<file path="config.mk">
export PLATFORM = sky130hd
export DESIGN_NAME = traffic_ctrl_nway_flat
export DESIGN_NICKNAME = d
export VERILOG_FILES = /design/src/rtl/traffic_ctrl_nway_pkg.sv /design/src/rtl/traffic_ctrl_nway_if.sv /design/src/rtl/traffic_ctrl_nway_rr_picker.sv /design/src/rtl/traffic_ctrl_nway.sv /design/src/flat_wrapper.sv
export SDC_FILE = /design/constraint.sdc
export NUM_CORES = 1
export LEC_CHECK = 0
export BUFFER_PORTS_ARGS = -buffer_cell sky130_fd_sc_hd__buf_2
export CORE_ASPECT_RATIO = 1.4
export CORE_MARGIN = 4
export CORE_UTILIZATION = 58
export CTS_BUF_LIST = sky130_fd_sc_hd__clkbuf_8 sky130_fd_sc_hd__clkbuf_16
export CTS_CLUSTER_SIZE = 30
export DETAILED_ROUTE_END_ITERATION = 8
export HOLD_SLACK_MARGIN = 0.06
export PLACE_DENSITY = 0.8
export SLEW_MARGIN = 20
export SYNTH_ARGS = -nofsm -noshare
export SYNTH_HDL_FRONTEND = slang
export SYNTH_HIERARCHICAL = 1
export SYNTH_SLANG_ARGS = --single-unit
</file>
<file path="constraint.sdc">
create_clock -name i_clk -period 4.8 [get_ports i_clk]
set_input_delay 0.96 -clock i_clk [delete_from_list [all_inputs] [get_ports i_clk]]
set_output_delay 0.96 -clock i_clk [all_outputs]
set_load 0.02 [all_outputs]
</file>
<file path="src/rtl/traffic_ctrl_nway_pkg.sv">
// Shared state and lamp encodings for the N-way traffic controller.
package traffic_pkg;

  localparam int unsigned STATE_W = 3;
  localparam int unsigned LIGHT_W = 2;

  typedef enum logic [STATE_W-1:0] {
    ST_GREEN  = 3'd0,
    ST_YELLOW = 3'd1,
    ST_ALLRED = 3'd2,
    ST_PED    = 3'd3,
    ST_FLASH  = 3'd4
  } state_e;

  typedef enum logic [LIGHT_W-1:0] {
    LT_RED    = 2'b00,
    LT_YELLOW = 2'b01,
    LT_GREEN  = 2'b10,
    LT_OFF    = 2'b11
  } light_e;

endpackage

</file>
<file path="src/rtl/traffic_ctrl_nway_if.sv">
// Request inputs and lamp/debug outputs of the N-way controller.
interface traffic_ctrl_nway_if
  import traffic_pkg::*;
#(
  parameter int unsigned N_WAY = 4,
  parameter int unsigned SEL_W = 2
);

  logic [N_WAY-1:0]   i_traffic;
  logic               i_mode_p;
  logic               i_mode_r;
  logic [2*N_WAY-1:0] o_light;
  logic               o_walk;
  logic [SEL_W-1:0]   o_sel;
  logic [STATE_W-1:0] o_state;

  modport master (
    output i_traffic, i_mode_p, i_mode_r,
    input  o_light, o_walk, o_sel, o_state
  );

  modport slave (
    input  i_traffic, i_mode_p, i_mode_r,
    output o_light, o_walk, o_sel, o_state
  );

endinterface

</file>
<file path="src/rtl/traffic_ctrl_nway_rr_picker.sv">
// Round-robin picker: first requesting way after cur, else cur+1 (mod N_WAY).
module rr_picker #(
  parameter int unsigned N_WAY = 4,
  parameter int unsigned SEL_W = 2
) (
  input  logic [N_WAY-1:0] req,
  input  logic [SEL_W-1:0] cur,
  output logic [SEL_W-1:0] next
);

  // Scan cur+1 .. cur+N_WAY, keep the first hit.
  always_comb begin
    logic             found;
    logic [SEL_W-1:0] idx;
    found = 1'b0;
    idx   = '0;
    next  = SEL_W'((32'(cur) + 32'd1) % N_WAY);
    for (int unsigned i = 1; i <= N_WAY; i++) begin
      idx = SEL_W'((32'(cur) + i) % N_WAY);
      if (!found && req[idx]) begin
        next  = idx;
        found = 1'b1;
      end
    end
  end

endmodule

</file>
<file path="src/rtl/traffic_ctrl_nway.sv">
// N-way traffic-light controller: round-robin green, min/max green timing,
// latched pedestrian phase and maintenance flash. Outputs are registered.
module traffic_ctrl_nway
  import traffic_pkg::*;
#(
  parameter int unsigned N_WAY     = 4,
  parameter int unsigned SEL_W     = 2,
  parameter int unsigned CNT_W     = 8,
  parameter int unsigned GREEN_MIN = 5,
  parameter int unsigned GREEN_MAX = 15,
  parameter int unsigned YELLOW_T  = 3,
  parameter int unsigned ALLRED_T  = 2,
  parameter int unsigned PED_T     = 6,
  parameter int unsigned FLASH_T   = 4
) (
  input logic                i_clk,
  input logic                i_rstn,
  traffic_ctrl_nway_if.slave bus
);

  localparam logic [CNT_W-1:0] CNT_MAX  = '1;
  localparam logic [CNT_W-1:0] T_GMIN   = CNT_W'(GREEN_MIN - 1);
  localparam logic [CNT_W-1:0] T_GMAX   = CNT_W'(GREEN_MAX - 1);
  localparam logic [CNT_W-1:0] T_YELLOW = CNT_W'(YELLOW_T - 1);
  localparam logic [CNT_W-1:0] T_ALLRED = CNT_W'(ALLRED_T - 1);
  localparam logic [CNT_W-1:0] T_PED    = CNT_W'(PED_T - 1);
  localparam logic [CNT_W-1:0] T_FLASH  = CNT_W'(FLASH_T - 1);
  localparam logic [SEL_W-1:0] SEL_LAST = SEL_W'(N_WAY - 1);

  state_e             state, state_d;
  logic [CNT_W-1:0]   cnt, cnt_d;
  logic [SEL_W-1:0]   sel, sel_d, next_sel;
  logic               ped_pend, ped_d;
  logic               flash_off, flash_off_d;
  logic [2*N_WAY-1:0] light, light_d;
  logic               walk, walk_d;
  logic [N_WAY-1:0]   sel_mask;
  logic               demand;

  rr_picker #(.N_WAY(N_WAY), .SEL_W(SEL_W)) u_rr_picker (
    .req  (bus.i_traffic),
    .cur  (sel),
    .next (next_sel)
  );

  assign sel_mask = N_WAY'(1) << sel;
  assign demand   = (|(bus.i_traffic & ~sel_mask)) | ped_pend;

  // State, timer, arbitration and registered lamp outputs.
  always_ff @(posedge i_clk or negedge i_rstn) begin
    if (!i_rstn) begin
      state     <= ST_ALLRED;
      cnt       <= '0;
      sel       <= SEL_LAST;
      ped_pend  <= 1'b0;
      flash_off <= 1'b0;
      light     <= '0;
      walk      <= 1'b0;
    end else begin
      state     <= state_d;
      cnt       <= cnt_d;
      sel       <= sel_d;
      ped_pend  <= ped_d;
      flash_off <= flash_off_d;
      light     <= light_d;
      walk      <= walk_d;
    end
  end

  // Next-state logic; lamps are decoded from next state so they align with it.
  always_comb begin
    state_d     = state;
    cnt_d       = (cnt == CNT_MAX) ? cnt : cnt + CNT_W'(1);
    sel_d       = sel;
    ped_d       = ped_pend;
    flash_off_d = flash_off;
    light_d     = '0;
    walk_d      = 1'b0;

    if (bus.i_mode_p && state != ST_PED && state != ST_FLASH) ped_d = 1'b1;

    case (state)
      ST_GREEN: begin
        if (demand && ((cnt >= T_GMIN && !bus.i_traffic[sel]) || cnt == T_GMAX))
          state_d = ST_YELLOW;
      end
      ST_YELLOW: begin
        if (cnt == T_YELLOW) state_d = ST_ALLRED;
      end
      ST_ALLRED: begin
        if (cnt == T_ALLRED) begin
          if (ped_pend) begin
            state_d = ST_PED;
            // A pulse on this very edge stays pending for the next all-red.
            ped_d   = bus.i_mode_p;
          end else begin
            state_d = ST_GREEN;
            sel_d   = next_sel;
          end
        end
      end
      ST_PED: begin
        if (cnt == T_PED) state_d = ST_ALLRED;
      end
      ST_FLASH: begin
        if (!bus.i_mode_r) begin
          state_d = ST_ALLRED;
        end else if (cnt == T_FLASH) begin
          cnt_d       = '0;
          flash_off_d = ~flash_off;
        end
      end
      default: state_d = ST_ALLRED;
    endcase

    // Maintenance overrides everything; sel parks on the last way so the
    // picker restarts from way 0.
    if (bus.i_mode_r && state != ST_FLASH) begin
      state_d     = ST_FLASH;
      sel_d       = SEL_LAST;
      ped_d       = 1'b0;
      flash_off_d = 1'b0;
    end

    if (state_d != state) cnt_d = '0;

    for (int unsigned k = 0; k < N_WAY; k++) begin
      case (state_d)
        ST_GREEN:  light_d[2*k +: 2] = (SEL_W'(k) == sel_d) ? LT_GREEN  : LT_RED;
        ST_YELLOW: light_d[2*k +: 2] = (SEL_W'(k) == sel_d) ? LT_YELLOW : LT_RED;
        ST_FLASH:  light_d[2*k +: 2] = flash_off_d ? LT_OFF : LT_YELLOW;
        default:   light_d[2*k +: 2] = LT_RED;
      endcase
    end
    walk_d = (state_d == ST_PED);
  end

  assign bus.o_light = light;
  assign bus.o_walk  = walk;
  assign bus.o_sel   = sel;
  assign bus.o_state = state;

endmodule

</file>
<file path="src/flat_wrapper.sv">
// flat-port wrapper written by rule: the top's interface ports become plain ports
module traffic_ctrl_nway_flat import traffic_pkg::*;
#(
  parameter int unsigned N_WAY     = 4,
  parameter int unsigned SEL_W     = 2,
  parameter int unsigned CNT_W     = 8,
  parameter int unsigned GREEN_MIN = 5,
  parameter int unsigned GREEN_MAX = 15,
  parameter int unsigned YELLOW_T  = 3,
  parameter int unsigned ALLRED_T  = 2,
  parameter int unsigned PED_T     = 6,
  parameter int unsigned FLASH_T   = 4
)
  (i_clk, i_rstn, bus_i_traffic, bus_i_mode_p, bus_i_mode_r, bus_o_light, bus_o_walk, bus_o_sel, bus_o_state);
  traffic_ctrl_nway_if #(.N_WAY(N_WAY), .SEL_W(SEL_W)) bus_i ();
  input logic i_clk;
  input logic i_rstn;
  input wire logic [$bits(bus_i.i_traffic)-1:0] bus_i_traffic;
  input wire logic [$bits(bus_i.i_mode_p)-1:0] bus_i_mode_p;
  input wire logic [$bits(bus_i.i_mode_r)-1:0] bus_i_mode_r;
  output wire logic [$bits(bus_i.o_light)-1:0] bus_o_light;
  output wire logic [$bits(bus_i.o_walk)-1:0] bus_o_walk;
  output wire logic [$bits(bus_i.o_sel)-1:0] bus_o_sel;
  output wire logic [$bits(bus_i.o_state)-1:0] bus_o_state;
  assign bus_i.i_traffic = bus_i_traffic;
  assign bus_i.i_mode_p = bus_i_mode_p;
  assign bus_i.i_mode_r = bus_i_mode_r;
  assign bus_o_light = bus_i.o_light;
  assign bus_o_walk = bus_i.o_walk;
  assign bus_o_sel = bus_i.o_sel;
  assign bus_o_state = bus_i.o_state;
  traffic_ctrl_nway #(.N_WAY(N_WAY), .SEL_W(SEL_W), .CNT_W(CNT_W), .GREEN_MIN(GREEN_MIN), .GREEN_MAX(GREEN_MAX), .YELLOW_T(YELLOW_T), .ALLRED_T(ALLRED_T), .PED_T(PED_T), .FLASH_T(FLASH_T)) u_core (.i_clk(i_clk), .i_rstn(i_rstn), .bus(bus_i));
endmodule
</file>
After elaboration in Yosys (flattened, before gate mapping)
Cells that the tools add are included.

storage, ports and cells
  register bits after elaboration = 24
  bits of input ports = 8
  output and inout port bits = 14

operators by class
  add/subtract/negate cells = 5
  magnitude comparators = 6
  equal/unequal tests = 19
  shift-type cells = 1
  muxes and demuxes = 55
  bitwise operators = 4
  reductions and logical operators = 17

operators by type and width
  cell                 count
  $mux 8               5
  $mux 2               13
  $pmux 2 s3           4
  $mux 1               21
  $mux 3               6
  $eq 8x2->1 const B   2
  $lt 2x3->1 const B   5
  $pmux 3 s5           1
  $bmux 1 s2           5
  $eq 3x2->1 const B   3
  $add 8x1->8 const B  1
  $eq 8x1->1 const B   1
  $eq 8x3->1 const B   1
  $eq 8x4->1 const B   1
  $eq 8x8->1 const B   1
  $ge 8x3->1 const B   1
  $logic_and 1x1->1    8
  $eq 3x1->1 const B   2
  $eq 3x3->1 const B   2
  $logic_not 3->1      2
  $add 2x1->2 const B  2
  $add 2x2->2 const B  2
  $and 4x4->4          1
  $eq 2x2->1 const A   2
  12 further kinds     15

Logic depth before layout (Yosys ltp)
Gate-level depths: netlist of the first run.

  depth in word-level cells = 20
  mapped depth = 9
  mapped depth without buffers = 7

By module
Netlist of the first run, hierarchy kept.

modules (own cells, without submodules)
  module             times used  cells an instance  area each (um^2)  seq. area each (um^2)
  traffic_ctrl_nway  1           183                1652.8            604.3
  rr_picker          1           17                 105.1             0.0

Worst setup path after synthesis of the first run
Ideal clock, no wire load.

  path type = register -> register
  start = register u_core.cnt[0]
  end = register u_core.light[1], in the netlist u_core/bus.o_light[1]
  library setup time = 110 ps
  data arrival time = 2238 ps
  setup slack = 2452 ps
  stages on the path, launching flop included = 9
  path buffers = 1
  path through = dfrtp_1 -> inv_1 -> ha_1 -> or3b_2 -> a211o_1 -> a22o_1 -> a32o_1 -> buf_6 -> o41ai_1

on the way
  word-level cells in the longest chain between the ends = 9

RTL lines
  element                                   RTL line                  text
  start, declared                           traffic_ctrl_nway.sv:31   logic [CNT_W-1:0] cnt, cnt_d;
  start signal, assigned                    traffic_ctrl_nway.sv:61   cnt <= cnt_d;
  $ge 8x3->1                                traffic_ctrl_nway.sv:84   if (demand && ((cnt >= T_GMIN && !bus.i_traffic[sel]) || cnt == T_GMAX))
  $logic_and 1x1->1                         traffic_ctrl_nway.sv:84
  $logic_or 1x1->1                          traffic_ctrl_nway.sv:84
  $logic_and 1x1->1                         traffic_ctrl_nway.sv:84
  $mux 3                                    traffic_ctrl_nway.sv:84
  $pmux 3 s5                                traffic_ctrl_nway.sv:82   case (state)
  $mux 3                                    traffic_ctrl_nway.sv:118  if (bus.i_mode_r && state != ST_FLASH) begin
  $eq 3x3->1, or another cell as far along  traffic_ctrl_nway.sv:128  case (state_d)
  $pmux 2 s3 (*)                            traffic_ctrl_nway.sv:128
  named net u_core.light_d[1]               traffic_ctrl_nway.sv:35   logic [2*N_WAY-1:0] light, light_d;
  end signal, assigned                      traffic_ctrl_nway.sv:65   light <= light_d;
  end, declared                             traffic_ctrl_nway.sv:35

The timed path passes the listed nets; every way through them passes the cells marked *.

Worst setup path after layout of the first run
  start = register u_core.state[0], in the netlist u_core/bus.o_state[0]
  end = register u_core.light[6], in the netlist u_core/bus.o_light[6]

on the way
  word-level cells in the longest chain between the ends = 6

RTL lines
  element                                             RTL line                  text
  start, declared                                     traffic_ctrl_nway.sv:30   state_e state, state_d;
  start signal, assigned                              traffic_ctrl_nway.sv:60   state <= state_d;
  branches (longest 5 deep; another with $pmux 3 s5)  --
  $pmux 2 s3 (*)                                      traffic_ctrl_nway.sv:128
  named net u_core.light_d[6]                         traffic_ctrl_nway.sv:35

Mark *: on every way through the listed nets, which the timed path passes.

==> results.ini, run 1 <==
[placed_design]
place_congestion = 0.869
place_ws_ns = 1.87
postPlaceCellArea_um2 = 1830
place_hpwl_um = 2950
port_buffers = 21

[critical_path]
crit_family = simple AND/OR/NAND/NOR gates
crit_chain = or4bb_1 > nor4_2 > nor2_1 > or3_1 > a31o_1
cp_slowest_stage_delay_ns = 0.79
crit_path_start_kind = flip-flop
path_max_fanout = 26
criticalPathCategory = flip-flop to flip-flop
cp_num_buf_inv = 0
cp.required_ns = 4.97
cpMaxStageDelayCell = nor4_2
cp-end-kind = flip-flop
cp.arrival_ns = 3.07

[detailed_routing]
vias = 1576
wire_per_inst_um = 17.0
drt_iter0_markers = 72
ant_nets = 0
drc = 0
wirelength_um = 4190
via_per_inst = 6.41
dr.pass1.iters = 4

[timing]
relSlewSlack_pct = 31.6
finalSetupViolCount = 0
finalCritPeriodShare_pct = 60.4
tns_ns = 0
slew_violations = 0
hold_slack_ns = 0.602
clock_skew_ns = 0.00214
worst_pin_slew_ns = 1.02
hold_violations = 0
finalWorstSetupSlack_ns = 1.90
fin_crit_ns = 2.90
rsz0062_at_grt = false
max_freq_ghz = 0.345

[final_layout]
drive_above_1_share_pct = 17.2
design_area_um2 = 1900
layout.nets = 222
layout_common_cells = buf_2, dfrtp_1, nand2_1, nand3_1, nor2_1
fillers = 262
area_growth_pct = 8.04
diodes = 0

[clocking]
root_buffer = clkbuf_8
clock_latency_ns = 0.27
numCtsBuffers = 3
ctsLongestPathBuffers = 2
cts-resized-gates = 0
clock_sinks = 24
h-tree-depth = 1
hold_buffers = 0
postCtsSetupRepairBufs = 0
cts_tree = built
clk_pin_slew_ns = 0.09

[logic_synthesis]
ys_seq_area_share_pct = 34.4
netlist_instances = 200
yosysUniqueCellTypes = 52
async_reset_ff_share_pct = 100
ys.flop_type = dfrtp_1
synth_edf_count = 0
ys_ff_latch = 24
ys_warn_count = 6
syn_area_per_cell_um2 = 8.79
mappedNetlistArea_um2 = 1760
syn_nets = 212

[floorplanning]
core.rowCount = 23
die_y_um = 73.1
coreArea_um2 = 2880
initial_core_util_pct = 61.1
die_w_um = 54.5
pin_count = 22
die_area_um2 = 3990

[power]
p_total_mw = 0.546
leakagePower_nw = 0.786
powerDensity_nw_per_um2 = 287
vdd_drop_max_v = 0.000159

[global_route]
gr-total-overflow = 0
grt_max_degree = 27
antenna_found_initial = 0
grtUsageTotal_pct = 22.8
grt_pass1_wl_um = 6640
grt_pass1_vias = 1491

[run_status]
run_status = finished, final reports clean

[hold_path]
worstHoldPathType = flip-flop to flip-flop

[flow_run]
maxCapViolations = 0

## report_power, final
| group | leakage, nW | switching, mW | internal [mW] |
|---|---|---|---|
| clock | 0.0357 | 0.0690 | 0.112 |
| sequential | 0.309 | 0.0229 | 0.217 |
| combinational | 0.441 | 0.0768 | 0.0485 |
## cells in the mapped netlist, drive strengths merged, types with 4 or more instances
master / instances / share of area [%]
a21oi: 8 / 2.3
a31o: 4 / 2.0
and2: 4 / 1.4
buf: 5 / 2.3
clkbuf: 11 / 2.3
dfrtp: 21 / 30
ha: 4 / 2.8
inv: 4 / 0.85
mux2i: 10 / 5.7
nand2: 16 / 3.4
nand2b: 7 / 2.5
nand3: 16 / 4.6
nand4: 5 / 1.8
nand4b: 4 / 2.0
nor2: 12 / 2.6
nor2b: 5 / 1.8
nor4: 4 / 1.8
o21ai: 9 / 2.8
o31ai: 4 / 1.7
o41ai: 4 / 2.0
## sequential cells by signal, indices dropped and copies added, names as in the netlist
signal / cells
u_core/bus.o_sel: 2
u_core/cnt: 8
u_core/bus.o_light: 8
u_core/bus.o_state: 3
u_core/bus.o_walk: 1
u_core/flash_off: 1
u_core/ped_pend: 1
## metrics by stage
step	utilization [%]	instances
2_1_floorplan	-	200
3_3_place_gp	63.5	242
3_5_place_dp	63.5	242
4_1_cts	66.0	246
5_1_grt	66.0	246
6_report	66.0	246
## metal layers
| metal | up-vias | GRT usage, % | wire [um] |
|---|---|---|---|
| met5 | - | 0 | 0 |
| met4 | 0 | 14.1 | 121 |
| met3 | 10 | 2.45 | 114 |
| met2 | 39 | 40.5 | 2370 |
| met1 | 762 | 24.4 | 1580 |
| li1 | 765 | - | - |
## final timing paths
| check | cells past startpoint | from | to | slack (ns) |
|---|---|---|---|---|
| min in group asynchronous | 1 | i_rstn | u_core/bus.o_light[1] | 0.67 |
| max | 5 | u_core/bus.o_state[0] | u_core/bus.o_light[6] | 1.90 |
| min reg2reg | 2 | u_core/flash_off | u_core/flash_off | 0.60 |
| min | 2 | u_core/flash_off | u_core/flash_off | 0.60 |
| max in group asynchronous | 1 | i_rstn | u_core/bus.o_state[1] | 3.74 |
| max reg2reg | 5 | u_core/bus.o_state[0] | u_core/bus.o_light[6] | 1.90 |
## worst min-delay path, delay by kind of cell (launching register included)
kind / cells / cell delay, ns
xor gates and xnor gates: 1 / 0.08
DFF: 1 / 0.35
and+or+nand+nor: 1 / 0.12
## cell families (layout without fill, tap and decap cells)
kind of cell,count (synthesis),in the layout,synth area share (%)
AOI/OAI and AO/OA,46,46,18.4
xor gates and xnor gates,3,3,1.49
adders and majority gates,4,4,2.85
buffers and inverters,20,29,5.48
DFF,24,24,34.4
muxes,14,14,8.90
and+or+nand+nor,89,89,28.5
## cell type report
type | instances | area (um2) | share of cell area [%]
sequential | 24 | 604 | 31.8
tap | 37 | 46.3 | 2.44
inverter | 4 | 15.0 | 0.791
clock buffer | 3 | 41.3 | 2.17
timing repair buffer | 21 | 105 | 5.53
clock inverter | 1 | 30.0 | 1.58
multi-input combinational | 156 | 1060 | 55.7
(Power assumes the default switching activity.)
==> run 2, diff against run 1 <==
Settings changed: ABC_AREA set to 1, CORE_UTILIZATION 58 to 52, PLACE_DENSITY 0.8 to 0.76.
Clock period 4.8 ns to 2.34 ns, I/O delays scaled along.
==> results.ini, run 2 <==
[run_status]
run_status = finished, final reports clean

[floorplanning]
coreArea_um2 = 3180  ; +11%
pin_count = 22  ; unchanged
die_w_um = 57.2  ; +4.9%
initial_core_util_pct = 55.3  ; -5.8 points
die_y_um = 76.8  ; +5.1%
core.rowCount = 24  ; +4.3%
die_area_um2 = 4390  ; +10%

[final_layout]
final_common_cell = nand2_1
multi_input_area_um2 = 997  ; -5.7%
layout_common_cells = nand2_1, inv_1, buf_2, dfrtp_1, nand3_1
utilization_pct = 62.3  ; -3.7 points
seq_area_um2 = 608  ; +0.62%
area_growth_pct = 12.7
fillers = 309  ; +18%
diodes = 0  ; unchanged
drive_above_1_share_pct = 28.2  ; +11 points
layout.nets = 290  ; +31%
design_area_um2 = 1980  ; +4.5%

[timing]
worst_pin_slew_ns = 0.517  ; -0.501 ns
slew_violations = 0  ; unchanged
hold_slack_ns = 0.166  ; -0.436 ns
finalSetupViolCount = 0  ; unchanged
hold_violations = 0  ; unchanged
finalWorstSetupSlack_ns = 0.174  ; -1.73 ns
fin_crit_ns = 2.17  ; -0.732 ns
max_freq_ghz = 0.462  ; +34%
clock_skew_ns = 0.00464  ; +0.00249 ns
relSlewSlack_pct = 65.5  ; +34 points
finalCritPeriodShare_pct = 92.6  ; +32 points

[clocking]
clock_latency_ns = 0.27  ; about the same
ctsLongestPathBuffers = 2  ; unchanged
clk_pin_slew_ns = 0.09  ; about the same
numCtsBuffers = 3  ; unchanged
h-tree-depth = 1  ; unchanged
cts_tree = built
hold_buffers = 0  ; unchanged
clock_sinks = 24  ; unchanged
root_buffer = clkbuf_8

[critical_path]
criticalPathCategory = flip-flop to flip-flop
cpMaxStageDelayCell = dfstp_4
crit_path_start_kind = flip-flop
cp_slowest_stage_delay_ns = 0.73  ; -0.06 ns
cp.required_ns = 2.55  ; -2.42 ns
cp-end-kind = flip-flop
path_max_fanout = 15  ; -42%
cp.arrival_ns = 2.38  ; -0.69 ns
crit_chain = inv_8 > nand2_2 > nand3_1 > nand2_2 > nand2_4 > nor2_1 > nor2_1 > a21oi_2 > inv_1 > o21ai_2 > nor2b_1 > nand2_1 > nand2_1

[logic_synthesis]
yosysUniqueCellTypes = 31  ; -40%
async_reset_ff_share_pct = 100  ; unchanged
syn_nets = 265  ; +25%
netlist_instances = 253  ; +27%
synth_top_area_cell = dfrtp_1
synthTopCellsByCount = nand2_1, inv_1, dfrtp_1
yosysTopAreaCellShare_pct = 29.9  ; -0.042 points
ys.flop_type = dfrtp_1
ys_ff_latch = 24  ; unchanged
synth_area_leaders = dfrtp_1, nand2_1, nand3_1
yosysMostFrequentCell = nand2_1
synth_edf_count = 0  ; unchanged
mappedNetlistArea_um2 = 1760  ; +0.14%
syn_area_per_cell_um2 = 6.96  ; -21%
ys_seq_area_share_pct = 34.3  ; -0.049 points
ys_warn_count = 6  ; unchanged

[placed_design]
place_hpwl_um = 2760  ; -6.5%
postPlaceCellArea_um2 = 1900  ; +3.9%
port_buffers = 21  ; unchanged
place_ws_ns = 0.167  ; -1.71 ns
place_congestion = 0.871  ; +0.24%

[power]
share_comb_of_total_power_pct = 32.9  ; +9.9 points
p_sw_share_pct = 35.4  ; +4.5 points
powerDensity_nw_per_um2 = 641  ; +120%
clkPwrFrac_pct = 28.5  ; -4.6 points
leakagePower_nw = 1.05  ; +33%
vdd_drop_max_v = 0.000460  ; +190%
p_seq_share_pct = 38.6  ; -5.4 points
switching_power_mw = 0.450  ; +170%
p_int_mw = 0.821  ; +120%

[global_route]
antenna_found_initial = 0  ; unchanged
grt_pass1_wl_um = 7070  ; +6.3%
gr-total-overflow = 0  ; unchanged
grtUsageTotal_pct = 19.4  ; -3.4 points
grt_max_degree = 25  ; -7.4%
grt_pass1_vias = 1649  ; +11%

[detailed_routing]
vias = 1636  ; +3.8%
wire_per_inst_um = 12.1  ; -29%
dr.pass1.iters = 4  ; unchanged
via_per_inst = 5.18  ; -19%
ant_nets = 0  ; unchanged
drc = 0  ; unchanged
drt_iter0_markers = 83  ; +15%
wirelength_um = 3830  ; -8.4%

[flow_run]
maxCapViolations = 0  ; unchanged

[hold_path]
worstHoldPathType = input pin to asynchronous set/reset pin

-- run 2: cell types whose count changed after synthesis, sizes merged, moves of 7 or more --
| cell | delta |
|---|---|
| clkbuf | -10 |
| inv | +32 |
| mux2i | -10 |
| nand2 | +79 |
| nand2b | -7 |
| nand3 | +9 |
| nor2 | +20 |
-- run 2: path summary, 6_finish.rpt --
check                           slack (ns)                start                    end  cells after the start
worst max register to register        0.17  u_core/bus.o_sel[0]  u_core/bus.o_light[5]                     13
worst min register to register        0.53     u_core/flash_off       u_core/flash_off                      2
max in group asynchronous             1.81               i_rstn  u_core/bus.o_state[1]                      1
worst min-delay path                  0.17               i_rstn          u_core/cnt[7]                      1
min in group i_clk                    0.40         bus_i_mode_r  u_core/bus.o_state[2]                      1
worst max-delay path                  0.17  u_core/bus.o_sel[0]  u_core/bus.o_light[5]                     13
-- run 2: worst max-delay path, delay by kind of cell, from the launching register on --
family / cells / cell delay, ns
AO/OA/AOI/OAI: 2 / 0.35
buffers and inverters: 2 / 0.11
flip-flops: 1 / 0.73
AND/OR/NAND/NOR: 9 / 0.91
-- run 2: routing by layer --
metal	global-route usage (%)	vias up	part of all wire, %
met5	0	-	0
met4	7.19	0	2.6
met3	1.85	15	3.4
met2	34.0	45	51
met1	24.2	740	43
li1	-	836	-
-- run 2: per-stage QoR --
step | setup TNS [ns] | instances | power, mW
after floorplan | 0 | 253 | 0.816
after global placement | 0 | 311 | 0.902
after detailed placement | 0 | 311 | 0.906
after CTS | 0 | 315 | 1.28
after global routing | -0.0547 | 316 | 1.36
final | 0 | 316 | 1.27
-- run 2: kinds of logic (layout without fill, tap and decap cells) --
logic type | Yosys count | in the layout | synth area share, %
and+or+nand+nor | 161 | 161 | 44.5
buffers and inverters | 39 | 63 | 9.17
DFF | 24 | 24 | 34.3
AOI/OAI and AO/OA | 21 | 21 | 7.18
adders and majority gates | 4 | 4 | 2.84
xor gates and xnor gates | 4 | 4 | 1.99
-- run 2: power by group through the flow --
stage                     clock network (mW)  logic (mW)  registers (mW)
after floorplan                            0       0.306           0.510
after global placement                     0       0.406           0.497
after detailed placement                   0       0.409           0.497
after CTS                              0.373       0.414           0.490
after global routing                   0.392       0.476           0.496
final                                  0.362       0.419           0.490
-- run 2: layout make-up --
type	instances	share of cell area (%)
clock inverter	1	1.51
inverter	37	7.38
timing repair buffer	22	5.67
sequential	24	30.6
multi-input combinational	190	50.3
tap	39	2.46
clock buffer	3	2.08
-- run 2: timing repair --
item / in CTS / in global routing
setup endpoints to repair: 0 / 5
buffers inserted: 0 / 1
gates resized for setup: 0 / 2
